**config.mk**
```make
export PLATFORM = sky130hd
export DESIGN_NAME = mem_arbiter
export DESIGN_NICKNAME = d
export VERILOG_FILES = /design/src/rtl/mem_arbiter_pkg.sv /design/src/rtl/mem_arbiter_arb_pick.sv /design/src/rtl/mem_arbiter.sv
export SDC_FILE = /design/constraint.sdc
export NUM_CORES = 1
export LEC_CHECK = 0
export ABC_AREA = 1
export CAP_MARGIN = 5
export CORE_AREA = 8 8 204 206
export CTS_BUF_LIST = sky130_fd_sc_hd__clkbuf_16
export DETAILED_ROUTE_END_ITERATION = 8
export DIE_AREA = 0 0 212 214
export DONT_BUFFER_PORTS = 1
export SLEW_MARGIN = 10
export SYNTH_ARGS = -nofsm -noshare
export SYNTH_HDL_FRONTEND = slang
export SYNTH_SLANG_ARGS = --single-unit
```
**constraint.sdc**
```tcl
create_clock -name clk -period 1.9 [get_ports clk]
set_input_delay 0.57 -clock clk [delete_from_list [all_inputs] [get_ports clk]]
set_output_delay 0.57 -clock clk [all_outputs]
set_load 0.005 [all_outputs]
```
**src/rtl/mem_arbiter_pkg.sv**
```systemverilog
// mem_arbiter shared defines: FSM state and
// transaction owner encodings.
package mem_arbiter_pkg;

  typedef enum logic [1:0] {
    S_IDLE,
    S_REQ,
    S_RESP
  } state_e;

  typedef enum logic {
    OWN_IF,
    OWN_LS
  } owner_e;

endpackage

```
**src/rtl/mem_arbiter_arb_pick.sv**
```systemverilog
// arb_pick: combinational IF/LSU grant select.
// in: if_valid, ls_valid, last_grant; out: grant_if, grant_ls.
module arb_pick
  import mem_arbiter_pkg::*;
(
  input  logic   if_valid,
  input  logic   ls_valid,
  input  owner_e last_grant,
  output logic   grant_if,
  output logic   grant_ls
);

  // On a tie the LSU wins unless it was granted last.
  assign grant_ls = ls_valid &
                    (!if_valid || last_grant == OWN_IF);
  assign grant_if = if_valid & !grant_ls;

endmodule

```
**src/rtl/mem_arbiter.sv**
```systemverilog
// mem_arbiter: IF/LSU -> single memory port, one txn outstanding.
// Ports: if_*/ls_* requesters, mem_* memory, busy. Macro ARB_RR_EN = round-robin.
module mem_arbiter
  import mem_arbiter_pkg::*;
#(
  parameter int ADDR_W = 64,
  parameter int DATA_W = 64
) (
  input  logic              clk,
  input  logic              rst,
  input  logic              if_valid,
  output logic              if_ready,
  input  logic [ADDR_W-1:0] if_addr,
  output logic              if_rvalid,
  output logic [DATA_W-1:0] if_rdata,
  input  logic              ls_valid,
  output logic              ls_ready,
  input  logic [ADDR_W-1:0] ls_addr,
  input  logic              ls_wen,
  input  logic [DATA_W-1:0] ls_wdata,
  input  logic [7:0]        ls_wmask,
  output logic              ls_rvalid,
  output logic [DATA_W-1:0] ls_rdata,
  output logic              mem_valid,
  input  logic              mem_ready,
  output logic [ADDR_W-1:0] mem_addr,
  output logic              mem_wen,
  output logic [DATA_W-1:0] mem_wdata,
  output logic [7:0]        mem_wmask,
  input  logic              mem_rvalid,
  input  logic [DATA_W-1:0] mem_rdata,
  output logic              busy
);

  state_e            state_q, state_d;
  owner_e            owner_q, owner_d;
  logic [ADDR_W-1:0] addr_q, addr_d;
  logic              wen_q, wen_d;
  logic [DATA_W-1:0] wdata_q, wdata_d;
  logic [7:0]        wmask_q, wmask_d;
  owner_e            last_grant;
  logic              grant_if, grant_ls;
  logic              done;

  arb_pick u_pick (
    .if_valid   (if_valid),
    .ls_valid   (ls_valid),
    .last_grant (last_grant),
    .grant_if   (grant_if),
    .grant_ls   (grant_ls)
  );

`ifdef ARB_RR_EN
  owner_e last_q;

  always_ff @(posedge clk or negedge rst) begin
    if (!rst) begin
      last_q <= OWN_IF;
    end else if (if_ready || ls_ready) begin
      last_q <= ls_ready ? OWN_LS : OWN_IF;
    end
  end

  assign last_grant = last_q;
`else
  // Fixed priority: a constant IF "last grant" makes LSU win ties.
  assign last_grant = OWN_IF;
`endif

  always_ff @(posedge clk or negedge rst) begin
    if (!rst) begin
      state_q <= S_IDLE;
      owner_q <= OWN_IF;
      addr_q  <= '0;
      wen_q   <= 1'b0;
      wdata_q <= '0;
      wmask_q <= '0;
    end else begin
      state_q <= state_d;
      owner_q <= owner_d;
      addr_q  <= addr_d;
      wen_q   <= wen_d;
      wdata_q <= wdata_d;
      wmask_q <= wmask_d;
    end
  end

  always_comb begin
    state_d   = state_q;
    owner_d   = owner_q;
    addr_d    = addr_q;
    wen_d     = wen_q;
    wdata_d   = wdata_q;
    wmask_d   = wmask_q;
    if_ready  = 1'b0;
    ls_ready  = 1'b0;
    mem_valid = 1'b0;
    done      = 1'b0;
    unique case (state_q)
      S_IDLE: begin
        // rst gate keeps ready low while reset is held.
        if (rst && (grant_if || grant_ls)) begin
          if_ready = grant_if;
          ls_ready = grant_ls;
          owner_d  = grant_ls ? OWN_LS : OWN_IF;
          addr_d   = grant_ls ? ls_addr : if_addr;
          wen_d    = grant_ls & ls_wen;
          wdata_d  = grant_ls ? ls_wdata : '0;
          wmask_d  = (grant_ls && ls_wen) ? ls_wmask : '0;
          state_d  = S_REQ;
        end
      end
      S_REQ: begin
        mem_valid = 1'b1;
        if (mem_ready) begin
          if (mem_rvalid) begin
            done    = 1'b1;
            state_d = S_IDLE;
          end else begin
            state_d = S_RESP;
          end
        end
      end
      S_RESP: begin
        if (mem_rvalid) begin
          done    = 1'b1;
          state_d = S_IDLE;
        end
      end
      default: state_d = S_IDLE;
    endcase
  end

  assign if_rvalid = done && owner_q == OWN_IF;
  assign ls_rvalid = done && owner_q == OWN_LS;
  assign if_rdata  = if_rvalid ? mem_rdata : '0;
  assign ls_rdata  = ls_rvalid ? mem_rdata : '0;

  assign mem_addr  = mem_valid ? addr_q  : '0;
  assign mem_wen   = mem_valid & wen_q;
  assign mem_wdata = mem_valid ? wdata_q : '0;
  assign mem_wmask = mem_valid ? wmask_q : '0;

  assign busy = state_q != S_IDLE;

endmodule

```
# Word level (Yosys, flattened, before mapping)
# Cells that the tools add are included.
# Widths: inputs -> output; s select.
# word_totals
in_bits	271
output_inout_bits	271
reg_bits	140
# op_classes
n_reduce_logical	10
bitwise_logic	4
mux	22
eq_ne	5
# op_table
op	count
$mux 64	6
$mux 8	2
$mux 1	8
$mux 2	4
$ne 2x2->1 const B	3
$pmux 2 s3	1
$logic_and 1x1->1	4
$and 1x1->1	3
$reduce_and 3->1	1
$eq 2x1->1 const B	1
$eq 2x2->1 const B	1
$logic_not 2->1	1
$pmux 1 s2	1
$reduce_and 2->1	1
$reduce_bool 2->1	1
$logic_not 1->1	1
$logic_or 1x1->1	1
$not 1->1	1

# Longest topological paths before layout
# depth
ltp_word	6
depth_mapped	10
depth_no_buf	8

# Hierarchy
# From an unflattened synthesis, not the netlist that was laid out.
# hier_totals
cells_unflattened	1342
hier_area_um2	8469.4
# by_module_without_submodules
mod	area_each_um2	cells_each	instances
mem_arbiter	8441.8	1338	1
arb_pick	27.5	4	1

# Worst setup path before layout
# No wires, ideal clock.
# synth_timing
path_kind	register -> output
start	register state_q[1]
end	output port if_rdata[54]
setup_slack_ps	-73
path_stages_with_launch	9
t_arrival_ps	1403
n_path_buf	2
required_ps	1330
cell_sequence	dfrtp_1 > inv_1 > ha_1 > inv_2 > o21bai_1 > nand3_1 > buf_2 > buf_2 > nor2_1
# synth_via
elab_chain_cells	4
# synth_lines
element	line	source
from (decl)	mem_arbiter.sv:35	state_e state_q, state_d;
from (signal assigned)	mem_arbiter.sv:79	state_q <= state_d;
$eq 2x2->1 or $eq 2x1->1 (tied branches)	mem_arbiter.sv:99	unique case (state_q)
$pmux 1 s2 (*)	mem_arbiter.sv:99	
$logic_and 1x1->1 (*)	mem_arbiter.sv:134	assign if_rvalid = done && owner_q == OWN_IF;
$mux 64 (*)	mem_arbiter.sv:136	assign if_rdata = if_rvalid ? mem_rdata : '0;
to (decl)	mem_arbiter.sv:15	output logic [DATA_W-1:0] if_rdata,
# Mark *: on every way between the ends. The rest lies on a longest branch, timed or not.

# Worst setup path in the final report
# layout_timing
start	register state_q[0]
end	output port if_rdata[10]
# The elaborated chain is that of the path after synthesis.

==> summary.txt <==
Run status
  • Run status: finished, violations left
  • Failing checks: hold timing, setup timing

Logic synthesis
  • Seq/Total Area, Yosys: 41.3%
  • Seq cells post-synth: 140
  • Post-synth top flop: dfrtp_1
  • Top cell type's share of synthesized area: 41.3%
  • Cell Area, Synth: 8480 um^2
  • Distinct cells, synth: 18
  • Synth area leader: dfrtp_1
  • Synth top area cells: dfrtp_1 41%, nand2_1 21%, inv_1 12%
  • EDFF count, synth: 0
  • Leading post-synthesis cells by instance count: 481 x nand2_1, 275 x inv_1, 164 x o21ai_0
  • Synth Area per Inst: 6.34 um^2
  • Synth warn: 0
  • Ys async rst share: 100%
  • Top-count cell post-synth: nand2_1
  • Synthesized netlist cell count: 1337
  • Net count after synthesis: 1611

Setup path
  • CP Capture Type: output port
  • Crit path cell chain: inv_2 -> ha_4 -> nand2_1 -> inv_2 -> nand3_4 -> buf_12 -> nor2_1 -> buf_4
  • Reg2reg setup slack: 0.19 ns
  • CP startpoint kind: flip-flop
  • Worst stage delay on the critical path: 0.41 ns
  • Worst EP arrival: 1.93 ns
  • Worst-path maximum fanout: 33
  • CP top delay family: buffers and inverters
  • Buf/Inv on CP: 4
  • Critical path's most frequent cell: inv_2
  • Crit Path Class: flip-flop to output port
  • CP max-delay cell: dfrtp_1
  • Data required time at the worst endpoint: 1.33 ns

Power
  • P per Cell Area: 1320 nW/um^2
  • Clock Power Share: 25.9%
  • VDD IR max: 0.639 mV
  • Cell leakage power: 6.27 nW
  • Sequential Power Share: 36.3%
  • Internal power: 8.37 mW
  • Switching share of power: 39.6%
  • Combinational group share of total power: 37.8%
  • P_sw: 5.49 mW

STA
  • Tcrit/Tclk final: 131%
  • Worst hold slack: -0.161 ns
  • Max Slew Vio Count: 0
  • Setup Skew: 0.00728 ns
  • Slew margin rel.: 75.5%
  • RSZ-0062 raised after global routing: yes
  • Worst Max-Slew Pin Slew: 0.368 ns
  • Setup TNS: -122.90 ns
  • Final setup viols: 270
  • PnR worst setup slack: -0.596 ns
  • Final Hold Violating Endpoints: 140
  • Min Tclk post-route: 2.50 ns
  • Fmax achieved: 401 MHz

Drt
  • DR iter-0 viols: 790
  • Vias: 8258
  • DRC Markers: 0
  • 1st-pass router iterations: 5
  • Antenna Nets Post-Route: 0
  • Average wire per standard cell: 18.6 um
  • Via-to-Cell Ratio: 4.47
  • DRT Wirelength: 34400 um

CTS
  • H-tree depth: 4
  • Clock Tree Root: clkbuf_16
  • CTS Buf Count: 17
  • Clk pin slew, worst setup/hold paths: 0.06 ns
  • # clock sinks: 140
  • CTS tree: done
  • Worst-skew pair later-pin latency: 0.43 ns
  • Bufs on Longest Clock Path: 2

Placed design
  • Dpl hpwl: 24700 um
  • Post-DP Area: 9020 um^2
  • Input/output buffers: 0
  • GP Congestion: 0.882

Die
  • I/O pin count: 542
  • Die area: 45400 um^2
  • Site Rows: 72
  • Core box area: 38300 um^2
  • Die width: 212 um
  • Die height: 214 um
  • Initial Util: 22.1%

GRT
  • Number of global-route vias before repair: 8177
  • First-pass GRT wire length: 49500 um
  • GRT Total Usage: 13.9%
  • Initial antenna violation count: 1
  • Total gr overflow: 0
  • Largest net degree at the start of global routing: 143

Final layout
  • Final #Nets: 1589
  • Finished Core Util: 27.4%
  • Design Area, Final: 10500 um^2
  • Area grow syn2layout: 23.8%
  • Layout cells sized above 1: 16.8%

Flow run
  • Max-cap violations: 0

Min path
  • Worst min path class: input pin to asynchronous set/reset pin
-- power groups by stage --
stage	clock (mW)	sequential [mW]	combinational [mW]
3_3_place_gp	0	4.97	4.23
2_1_floorplan	0	4.80	3.15
4_1_cts	3.71	5.02	4.93
6_report	3.59	5.03	5.24
3_5_place_dp	0	5.03	4.30
5_1_grt	3.83	5.20	5.93
-- state kept, by name, indices dropped and copies added, names as in the netlist --
signal,count
owner_q,1
addr_q,64
state_q,2
wmask_q,8
wdata_q,64
wen_q,1
-- final timing paths --
path                         startpoint  cells past startpoint            to
hold reg to reg              addr_q[63]                      2    addr_q[63]
hold / removal                      rst                      0   wdata_q[63]
setup / recovery             state_q[0]                      8  if_rdata[10]
setup reg to reg             state_q[0]                     11    state_q[0]
max in group asynchronous           rst                      0     addr_q[3]
min in group clk           ls_wdata[52]                      2   wdata_q[52]
-- worst register-to-register path, delay by kind of cell (launching register included) --
kind                       cells  cell delay, ns
adders and majority gates      1            0.16
buffers and inverters          5            0.71
DFF                            1            0.42
and+or+nand+nor                5            0.31
-- routing by layer --
metal	vias to the layer above	part of all wire (%)	global-route usage [%]	wire [um]
met1	3939	43	17.4	14800
li1	3849	-	-	-
met3	35	9.5	5.07	3290
met4	0	1.8	4.26	612
met2	435	46	22.0	15700
met5	-	0	0	0
-- per-stage QoR --
step	setup slack [ns]	power [mW]	instances
2_1_floorplan	-0.00637	7.95	1337
3_3_place_gp	-0.152	9.20	1793
3_5_place_dp	-0.156	9.33	1793
4_1_cts	-0.572	13.7	1837
5_1_grt	-0.694	15.0	1846
6_report	-0.596	13.9	1847
-- timing repair --
item                                   CTS  global route
endpoints found under the hold margin  140           140
pin swaps                                2             1
setup endpoints to repair              271           270
gates cloned                             6             7
resized for setup                       96            75
setup buffers                            6             3
-- layout make-up --
class                           count  area, um^2
Clock buffer                       17         425
Inverter                          278        1050
Tap cell                          518         648
Sequential cell                   140        3500
Multi-Input combinational cell    830        3840
Fill cell                        4239       27800
Antenna cell                        1        2.50
Timing Repair Buffer               48         823
Clock inverter                     15         195
-- cells by family after synthesis --
logic type / share of synthesized area (%)
simple gates: 27.8
compound gates: 12.2
flops: 41.3
buf+inv: 18.2
fa+ha+maj: 0.443
-- cell usage in the layout, fill, tap and decap left out --
cell type	count
clkbuf_16	22
dfrtp_1	140
buf_16	8
nor2_4	3
buf_6	4
inv_6	3
o21ai_4	1
nor2_2	107
nor2_1	21
clkinvlp_4	1
buf_4	15
bufinv_16	4
nand2_1	469
ha_2	1
o21ai_1	37
nand3_1	9
o21ai_0	164
inv_1	261
nand3_4	2
nand2_2	5
nand2_4	7
inv_4	3
buf_12	16
a21oi_1	1
clkinv_4	3
inv_2	15
ha_4	2
clkinv_1	3
diode_2	1
o21bai_4	1
Note: power is estimated with default switching activity, not from simulation.
